[src/rtl/fifo_wr_arbiter_pkg.sv]
// Shared types and default sizing for the FIFO write-port arbiter.
package fifo_arb_pkg;

  typedef enum logic [0:0] {
    ST_IDLE  = 1'b0,
    ST_BURST = 1'b1
  } arb_state_e;

  localparam int NUM_REQ_DEF   = 4;
  localparam int DATA_W_DEF    = 8;
  localparam int MAX_BURST_DEF = 8;

endpackage

[src/rtl/fifo_wr_arbiter_rr_pick.sv]
// Round-robin picker: first set bit of req at or after ptr, searching upward with wrap.
module rr_pick #(
  parameter int N     = 4,
  parameter int IDX_W = (N > 1) ? $clog2(N) : 1
) (
  input  logic [N-1:0]     req,
  input  logic [IDX_W-1:0] ptr,
  output logic             found,
  output logic [IDX_W-1:0] idx
);

  logic [IDX_W:0] sum_s;

  // Walk offsets from farthest to nearest so the nearest candidate wins last.
  always_comb begin
    found = 1'b0;
    idx   = {IDX_W{1'b0}};
    sum_s = {(IDX_W+1){1'b0}};
    for (int i = N - 1; i >= 0; i--) begin
      sum_s = {1'b0, ptr} + (IDX_W+1)'(i);
      if (sum_s >= (IDX_W+1)'(N)) begin
        sum_s = sum_s - (IDX_W+1)'(N);
      end else begin
        sum_s = sum_s;
      end
      if (req[sum_s[IDX_W-1:0]]) begin
        found = 1'b1;
        idx   = sum_s[IDX_W-1:0];
      end else begin
        found = found;
        idx   = idx;
      end
    end
  end

endmodule

[src/rtl/fifo_wr_arbiter.sv]
// Round-robin burst arbiter sharing one FIFO write port between NUM_REQ producers.
module fifo_wr_arbiter
  import fifo_arb_pkg::*;
#(
  parameter int NUM_REQ   = NUM_REQ_DEF,
  parameter int DATA_W    = DATA_W_DEF,
  parameter int MAX_BURST = MAX_BURST_DEF,
  localparam int ID_W     = $clog2(NUM_REQ),
  localparam int CNT_W    = $clog2(MAX_BURST + 1)
) (
  input  logic                      clk,
  input  logic                      rst,
  input  logic [NUM_REQ-1:0]        req_valid,
  input  logic [NUM_REQ*DATA_W-1:0] req_data,
  input  logic [NUM_REQ-1:0]        req_last,
  output logic [NUM_REQ-1:0]        req_ready,
  input  logic                      fifo_full,
  output logic                      fifo_wr,
  output logic [DATA_W-1:0]         fifo_din,
  output logic [ID_W-1:0]           grant_id,
  output logic                      busy
);

  arb_state_e       state_q, state_d;
  logic [ID_W-1:0]  owner_q, owner_d;
  logic [ID_W-1:0]  rr_ptr_q, rr_ptr_d;
  logic [CNT_W-1:0] beat_cnt_q, beat_cnt_d;

  logic             pick_found_s;
  logic [ID_W-1:0]  pick_idx_s;
  logic             in_burst_s;
  logic             transfer_s;
  logic             release_s;
  logic [CNT_W-1:0] beat_inc_s;

  rr_pick #(
    .N     (NUM_REQ),
    .IDX_W (ID_W)
  ) u_pick (
    .req   (req_valid),
    .ptr   (rr_ptr_q),
    .found (pick_found_s),
    .idx   (pick_idx_s)
  );

  // Transfer/release qualification and the owner-steered write port.
  always_comb begin
    in_burst_s = (state_q == ST_BURST);
    transfer_s = in_burst_s && req_valid[owner_q] && !fifo_full;
    beat_inc_s = beat_cnt_q + CNT_W'(1);
    release_s  = transfer_s && (req_last[owner_q] || (beat_inc_s == CNT_W'(MAX_BURST)));
    req_ready  = {NUM_REQ{1'b0}};
    if (in_burst_s) begin
      req_ready[owner_q] = !fifo_full;
      fifo_din           = req_data[int'(owner_q)*DATA_W +: DATA_W];
      grant_id           = owner_q;
    end else begin
      fifo_din           = {DATA_W{1'b0}};
      grant_id           = {ID_W{1'b0}};
    end
    fifo_wr = transfer_s;
    busy    = in_burst_s;
  end

  // Next-state logic for the grant FSM and its bookkeeping registers.
  always_comb begin
    state_d    = state_q;
    owner_d    = owner_q;
    rr_ptr_d   = rr_ptr_q;
    beat_cnt_d = beat_cnt_q;
    case (state_q)
      ST_IDLE: begin
        if (pick_found_s) begin
          owner_d    = pick_idx_s;
          beat_cnt_d = {CNT_W{1'b0}};
          state_d    = ST_BURST;
        end else begin
          state_d    = ST_IDLE;
        end
      end
      ST_BURST: begin
        if (transfer_s) begin
          beat_cnt_d = beat_inc_s;
        end else begin
          beat_cnt_d = beat_cnt_q;
        end
        // beat_cnt is left at its final value after release; IDLE clears it on the next grant.
        if (release_s) begin
          rr_ptr_d = (owner_q == ID_W'(NUM_REQ - 1)) ? {ID_W{1'b0}} : owner_q + ID_W'(1);
          state_d  = ST_IDLE;
        end else begin
          state_d  = ST_BURST;
        end
      end
      default: begin
        state_d = ST_IDLE;
      end
    endcase
  end

  // State registers; an asserted reset abandons any burst in progress.
  always_ff @(posedge clk or negedge rst) begin
    if (!rst) begin
      state_q    <= ST_IDLE;
      owner_q    <= {ID_W{1'b0}};
      rr_ptr_q   <= {ID_W{1'b0}};
      beat_cnt_q <= {CNT_W{1'b0}};
    end else begin
      state_q    <= state_d;
      owner_q    <= owner_d;
      rr_ptr_q   <= rr_ptr_d;
      beat_cnt_q <= beat_cnt_d;
    end
  end

endmodule

[config.mk]
export PLATFORM = sky130hd
export DESIGN_NAME = fifo_wr_arbiter
export DESIGN_NICKNAME = d
export VERILOG_FILES = /design/src/rtl/fifo_wr_arbiter_pkg.sv /design/src/rtl/fifo_wr_arbiter_rr_pick.sv /design/src/rtl/fifo_wr_arbiter.sv
export SDC_FILE = /design/constraint.sdc
export NUM_CORES = 1
export LEC_CHECK = 0
export CAP_MARGIN = 10
export CORE_ASPECT_RATIO = 1.1
export CORE_UTILIZATION = 36
export DETAILED_ROUTE_END_ITERATION = 8
export PLACE_DENSITY = 0.85
export SYNTH_ARGS = -nofsm -noshare
export SYNTH_HDL_FRONTEND = slang
export SYNTH_HIERARCHICAL = 1
export SYNTH_SLANG_ARGS = --single-unit
[constraint.sdc]
create_clock -name clk -period 2.1 [get_ports clk]
set_input_delay 0.21 -clock clk [delete_from_list [all_inputs] [get_ports clk]]
set_output_delay 0.21 -clock clk [all_outputs]
set_load 0.005 [all_outputs]
==> results of run 1 <==
==> worst reg2reg max path, delay by kind of cell (launching register included) <==
family	cells	cell delay [ns]
DFF	1	0.42
muxes	2	0.65
AOI/OAI and AO/OA	1	0.20
buffers and inverters	3	0.41
==> per-layer routing <==
metal	vias to the layer above	global-route usage [%]	part of all wire, %	routed length, microns
met4	0	5.95	0.63	18
met5	-	0	0	0
li1	442	-	-	-
met3	2	6.06	12	344
met1	460	21.6	36	1030
met2	57	39.0	51	1460
==> worst max path at each step <==
stage | from | end | slack [ns]
final | owner_q[0] | fifo_din[6] | 0.05
after global routing | owner_q[0] | fifo_din[6] | 0.001
after CTS | owner_q[0] | fifo_din[7] | -0.008
after detailed placement | owner_q[0] | fifo_din[3] | 0.09
after global placement | req_valid[2] | fifo_wr | 0.12
after floorplan | owner_q[0] | rr_ptr_q[0] | 0.51
==> stage by stage <==
stage | setup slack, ns | utilization, %
after floorplan | 0.507 | -
after global placement | 0.121 | 63.7
after detailed placement | 0.0900 | 63.7
after CTS | -0.00831 | 64.6
after global routing | 0.00114 | 66.5
final | 0.0463 | 66.5
==> synthesized netlist by cell type, types with 2 or more instances <==
cell	instances	area (sq um)
sky130_fd_sc_hd__and2_1	14	87.6
sky130_fd_sc_hd__dfrtp_1	9	225
sky130_fd_sc_hd__ha_1	5	62.6
sky130_fd_sc_hd__inv_1	2	7.51
sky130_fd_sc_hd__mux2_2	2	22.5
sky130_fd_sc_hd__mux2_4	2	30.0
sky130_fd_sc_hd__mux2i_1	2	20.0
sky130_fd_sc_hd__mux4_1	3	78.8
sky130_fd_sc_hd__mux4_2	7	158
sky130_fd_sc_hd__nand2_1	6	22.5
sky130_fd_sc_hd__nand2b_1	3	18.8
sky130_fd_sc_hd__nor2_1	7	26.3
sky130_fd_sc_hd__o21ai_0	2	10.0
==> power breakdown <==
part	switching, mW	leakage, nW	total [mW]	internal, mW
registers	0.133	0.108	0.385	0.252
logic	0.401	0.603	1.18	0.781
clock network	0.0698	0.0150	0.143	0.0736
total	0.604	0.726	1.71	1.11
==> registers in the layout, summed over array words and instances (netlist names) <==
register and count:
owner_q 2, beat_cnt_q 4, rr_ptr_q 2, busy 1
==> kinds of logic after synthesis <==
group | count (synthesis)
adders and majority gates | 5
xor gates and xnor gates | 1
AOI/OAI and AO/OA | 9
buffers and inverters | 8
DFF | 9
muxes | 16
and+or+nand+nor | 37
==> what timing repair did <==
item,4_1_cts,5_1_grt
setup endpoints to repair,12,5
resized for setup,9,4
pin swaps,1,0
setup buffers,1,5
==> cell type report <==
class                      count  area (sq um)  share of cell area, %
timing repair buffer          69           679                   41.3
inverter                       4          15.0                  0.913
sequential                     9           228                   13.9
clock buffer                   4          26.3                   1.60
multi-input combinational     68           657                   40.0
tap                           31          38.8                   2.36
==> reports/results.txt, run 1 <==
Status - completed
Area share of fa/ha/maj cells after synthesis - 6.68%
Distinct cell type count of the synthesized netlist - 34
Class of the most critical hold timing path - in -> async
Commonest non-fill, non-tap cells in the layout - sky130_fd_sc_hd__clkdlybuf4s50_1 (49), sky130_fd_sc_hd__and2_1 (14), sky130_fd_sc_hd__buf_4 (10)
Cell Count Post-Placement - 175
Total Power - 1.71 mW
Placed instance area - 1570 sq um
Number of max-cap violations - 0
Post-synthesis instance area - 937 sq um
Count of buffers from port buffering - 58
Slew HR - 71.7%
HPWL reported at the end of detailed placement - 2200 microns
Final nets - 203
Worst Hold Margin - 0.232 ns
Synth Flop Type - sky130_fd_sc_hd__dfrtp_1
WP data required - 1.89 ns
Kind of critical path - reg -> out
Mean instance size in the synthesized netlist - 11.0 sq um
DIE AREA - 2810 sq um
Worst reg2reg path startpoint - owner_q[0]
Design area - 1640 sq um
Fillers - 213
Final Wtd Congestion - 0.833
Via density per instance - 5.19
Static power due to leakage - 0.726 nW
Num Clock Sinks - 9
Startpoint kind of the worst setup timing path - flop
DR vias - 961
Number of DRC violations after detailed routing - 0
Overall global routing resource usage - 20.8%
Non-filler instance count after layout - 185
Synthesized Nets - 133
Complex-gate fraction of the synthesized area - 8.01%
Yosys warning total - 6
Time the worst path needs with I/O delays and setup - 2.05 ns
Period utilisation layout - 97.8%
Setup repair after global routing missed its margin - no
Flop and latch count out of synthesis - 9
Chain of cells forming the critical path - buf_12, mux4_2, and2_1, clkdlybuf4s50_1
Count of routing violations after the opening detailed-route iteration - 23
Longest individual stage delay on the worst path - 0.48 ns
Post-synthesis xor/xnor area fraction - 0.935%
Antenna diodes - 0
Area share of and/or/nand/nor cells after synthesis - 22.3%
Die span in x - 50.6 microns
Number of buffers inserted during clock tree synthesis - 3
Final setup violating endpoints - 0
Routed wire length - 2850 microns
Avg WL per Cell - 15.4 microns
VDD IR max - 0.741 mV
Ports - 59
Crit. path cell count - 4
Clock Tree Buf Depth - 2
Largest net degree at the start of global routing - 16
Wire length of the first global-routing pass - 4400 microns
Reg clk slew, reported paths - 0.07 ns
Count of TritonRoute iterations in the first routing pass - 4
Number of global-route vias before repair - 1,006
Slack of the worst reg-to-reg path - 0.32 ns
Slew Viols, Final - 0
Layout cells sized above 1 - 22.1%
Summed negative setup slack over all endpoints - 0 ns
Dominant combinational cell family by area after synthesis - multiplexers
TritonCTS clock tree - built
H-tree levels - 1
FF-to-FF End - rr_ptr_q[1]
CP max FO - 7
Crit-path slowest cell - sky130_fd_sc_hd__mux4_2
Core region area - 2470 sq um
Buffers & Inverters on Critical Path - 2
Worst Setup End Kind - primary output
Pwr per Cell Area - 1040 nW/um^2
Post-Synthesis Cells - 85
DIE HEIGHT - 55.5 microns
Initial Utilization - 37.9%
Worst clock skew - 0.0101 ns
Clock root cell - sky130_fd_sc_hd__clkbuf_4
Layout area overhead - 75.4%
Number of antenna violations at the first check in global routing - 0
Most frequent standard cell in the layout excluding fill and tap cells - sky130_fd_sc_hd__clkdlybuf4s50_1
Final number of hold-violating endpoints - 0
Floorplan row count - 19
Sequential share of the synthesized area - 24.0%
Worst Tran Pin Value - 0.423 ns
Fraction of registers with async set/reset - 100%
Critical path data arrival time - 1.84 ns
Highest clock rate - 0.487 GHz
Cts-stage hold buffer count - 0
Crit-path leading delay family - buffers and inverters
Number of enable flip-flop cells after synthesis - 0
Number of antenna-violating nets in the routed design - 0
Multiplexer fraction of the synthesized cell area - 33.0%
Global route total overflow - 0
Number of cells on the worst reg-to-reg path - 6
Clock insertion delay at the later pin of the skew report - 0.28 ns
No activity file was read; power rests on OpenSTA's default activity.
==> run 2, diff against run 1 <==
--- a/config.mk
+++ b/config.mk
@@ -9,6 +9,7 @@
 export CORE_ASPECT_RATIO = 1.1
 export CORE_UTILIZATION = 36
 export DETAILED_ROUTE_END_ITERATION = 8
+export MAX_ROUTING_LAYER = met4
 export PLACE_DENSITY = 0.85
 export SYNTH_ARGS = -nofsm -noshare
 export SYNTH_HDL_FRONTEND = slang
==> run 2 against run 1 <==
Clock-buffer cell count unchanged. Worst hold slack improved by 0.0027 ns. Non-clock buffer count unchanged. Wire length increased by 0.67%. Critical path depth unchanged. Via count decreased by 0.21%. Register-to-register slack about the same. Flip-flop and latch count unchanged. First-iteration DRC count unchanged. Sequential share of layout area unchanged. Critical path type unchanged. Highest routed layer unchanged.
==> reports/results.txt, run 2 (synthesis gave the netlist of run 1 again) <==
Number of antenna violations at the first check in global routing - 0
Layout area overhead - 75.4%
Slew HR - 72.2%
Class of the most critical hold timing path - in -> async
Final design utilization - 66.5%
Clock root cell - sky130_fd_sc_hd__clkbuf_4
Floorplan row count - 19
WP data required - 1.89 ns
HPWL reported at the end of detailed placement - 2200 microns
Count of buffers from port buffering - 58
Final number of hold-violating endpoints - 0
Ports - 59
Global route total overflow - 0
Clock Tree Buf Depth - 2
Number of max-cap violations - 0
Commonest non-fill, non-tap cells in the layout - sky130_fd_sc_hd__clkdlybuf4s50_1 (49), sky130_fd_sc_hd__and2_1 (14), sky130_fd_sc_hd__buf_4 (10)
Avg WL per Cell - 15.5 microns
Most frequent standard cell in the layout excluding fill and tap cells - sky130_fd_sc_hd__clkdlybuf4s50_1
Cell Count Post-Placement - 175
Initial Utilization - 37.9%
Summed negative setup slack over all endpoints - 0 ns
Worst Setup Slack, final - 0.0497 ns
Worst reg2reg path startpoint - owner_q[0]
VDD IR max - 0.740 mV
Worst Hold Margin - 0.235 ns
Antenna diodes - 0
Worst Setup End Kind - primary output
Critical path data arrival time - 1.84 ns
Number of DRC violations after detailed routing - 0
Fillers - 213
Final setup violating endpoints - 0
Layout cells sized above 1 - 22.1%
Number of flip-flops under the largest register name - 4
Slew Viols, Final - 0
Wire length of the first global-routing pass - 4420 microns
Die span in x - 50.6 microns
Startpoint kind of the worst setup timing path - flop
TritonCTS clock tree - built
Overall global routing resource usage - 21.4%
Count of TritonRoute iterations in the first routing pass - 4
Number of buffers inserted during clock tree synthesis - 3
Leading registers by flop count - beat_cnt_q (4), owner_q (2), rr_ptr_q (2)
Routed wire length - 2870 microns
Via density per instance - 5.18
Final nets - 203
Kind of critical path - reg -> out
H-tree levels - 1
Register name with the most flops - beat_cnt_q
Worst Tran Pin Value - 0.416 ns
DR vias - 959
Largest net degree at the start of global routing - 16
Number of cells on the worst reg-to-reg path - 6
Highest clock rate - 0.488 GHz
Worst clock skew - 0.00871 ns
Worst setup slack after placement - 0.0900 ns
CP max FO - 7
Core region area - 2470 sq um
Reg clk slew, reported paths - 0.07 ns
Static power due to leakage - 0.726 nW
DIE HEIGHT - 55.5 microns
Slack of the worst reg-to-reg path - 0.32 ns
Clock insertion delay at the later pin of the skew report - 0.27 ns
Non-filler instance count after layout - 185
Count of routing violations after the opening detailed-route iteration - 23
Pwr per Cell Area - 1040 nW/um^2
Final Wtd Congestion - 0.846
DIE AREA - 2810 sq um
Period utilisation layout - 97.6%
Number of antenna-violating nets in the routed design - 0
Num Clock Sinks - 9
Setup repair after global routing missed its margin - no
Time the worst path needs with I/O delays and setup - 2.05 ns
FF-to-FF End - rr_ptr_q[1]
Number of global-route vias before repair - 1,002
Status - completed
-- run 2: critical path, stage by stage (launching register included) --
cell and delay, ns:
sky130_fd_sc_hd__dfrtp_2 0.38, sky130_fd_sc_hd__buf_12 0.12, sky130_fd_sc_hd__mux4_2 0.48, sky130_fd_sc_hd__and2_1 0.17, sky130_fd_sc_hd__clkdlybuf4s50_1 0.43
-- run 2: final cells by class --
class                      count  area [sq um]  area share (%)
timing repair buffer          69           679            41.3
multi-input combinational     68           657            40.0
clock buffer                   4          26.3            1.60
inverter                       4          15.0           0.913
sequential                     9           228            13.9
tap                           31          38.8            2.36
-- run 2: worst max path at each step --
| stage | from | cells after the start | endpoint |
|---|---|---|---|
| 6_report | owner_q[0] | 4 | fifo_din[6] |
| 5_1_grt | owner_q[0] | 4 | fifo_din[6] |
| 4_1_cts | owner_q[0] | 4 | fifo_din[7] |
| 3_5_place_dp | owner_q[0] | 4 | fifo_din[3] |
| 3_3_place_gp | req_valid[2] | 5 | fifo_wr |
| 2_1_floorplan | owner_q[0] | 5 | rr_ptr_q[0] |
-- run 2: layer usage --
metal	routed length, microns	vias to the layer above	track usage, %	part of all wire, %
met3	370	4	6.06	13
li1	-	442	-	-
met5	0	-	-	0
met1	1030	449	21.8	36
met2	1440	64	39.0	50
met4	23	0	5.95	0.80
-- run 2: metrics by stage --
stage               cell area (sq um)  power, mW
floorplan                         937       1.01
global placement                 1570       1.48
detailed placement               1570       1.53
CTS                              1600       1.67
global route                     1640       1.84
finish                           1640       1.71
-- run 2: timing repair --
item,CTS,global route
hold buffers,0,0
pin swaps,1,0
gates resized for setup,9,4
setup buffers,1,5
setup endpoints to repair,12,5
-- run 2: report_power, final --
| group | leakage, nW | switching (mW) | internal (mW) |
|---|---|---|---|
| Combinational | 0.603 | 0.404 | 0.781 |
| Sequential | 0.108 | 0.133 | 0.252 |
| Clock | 0.0150 | 0.0661 | 0.0735 |
| Total | 0.726 | 0.603 | 1.11 |
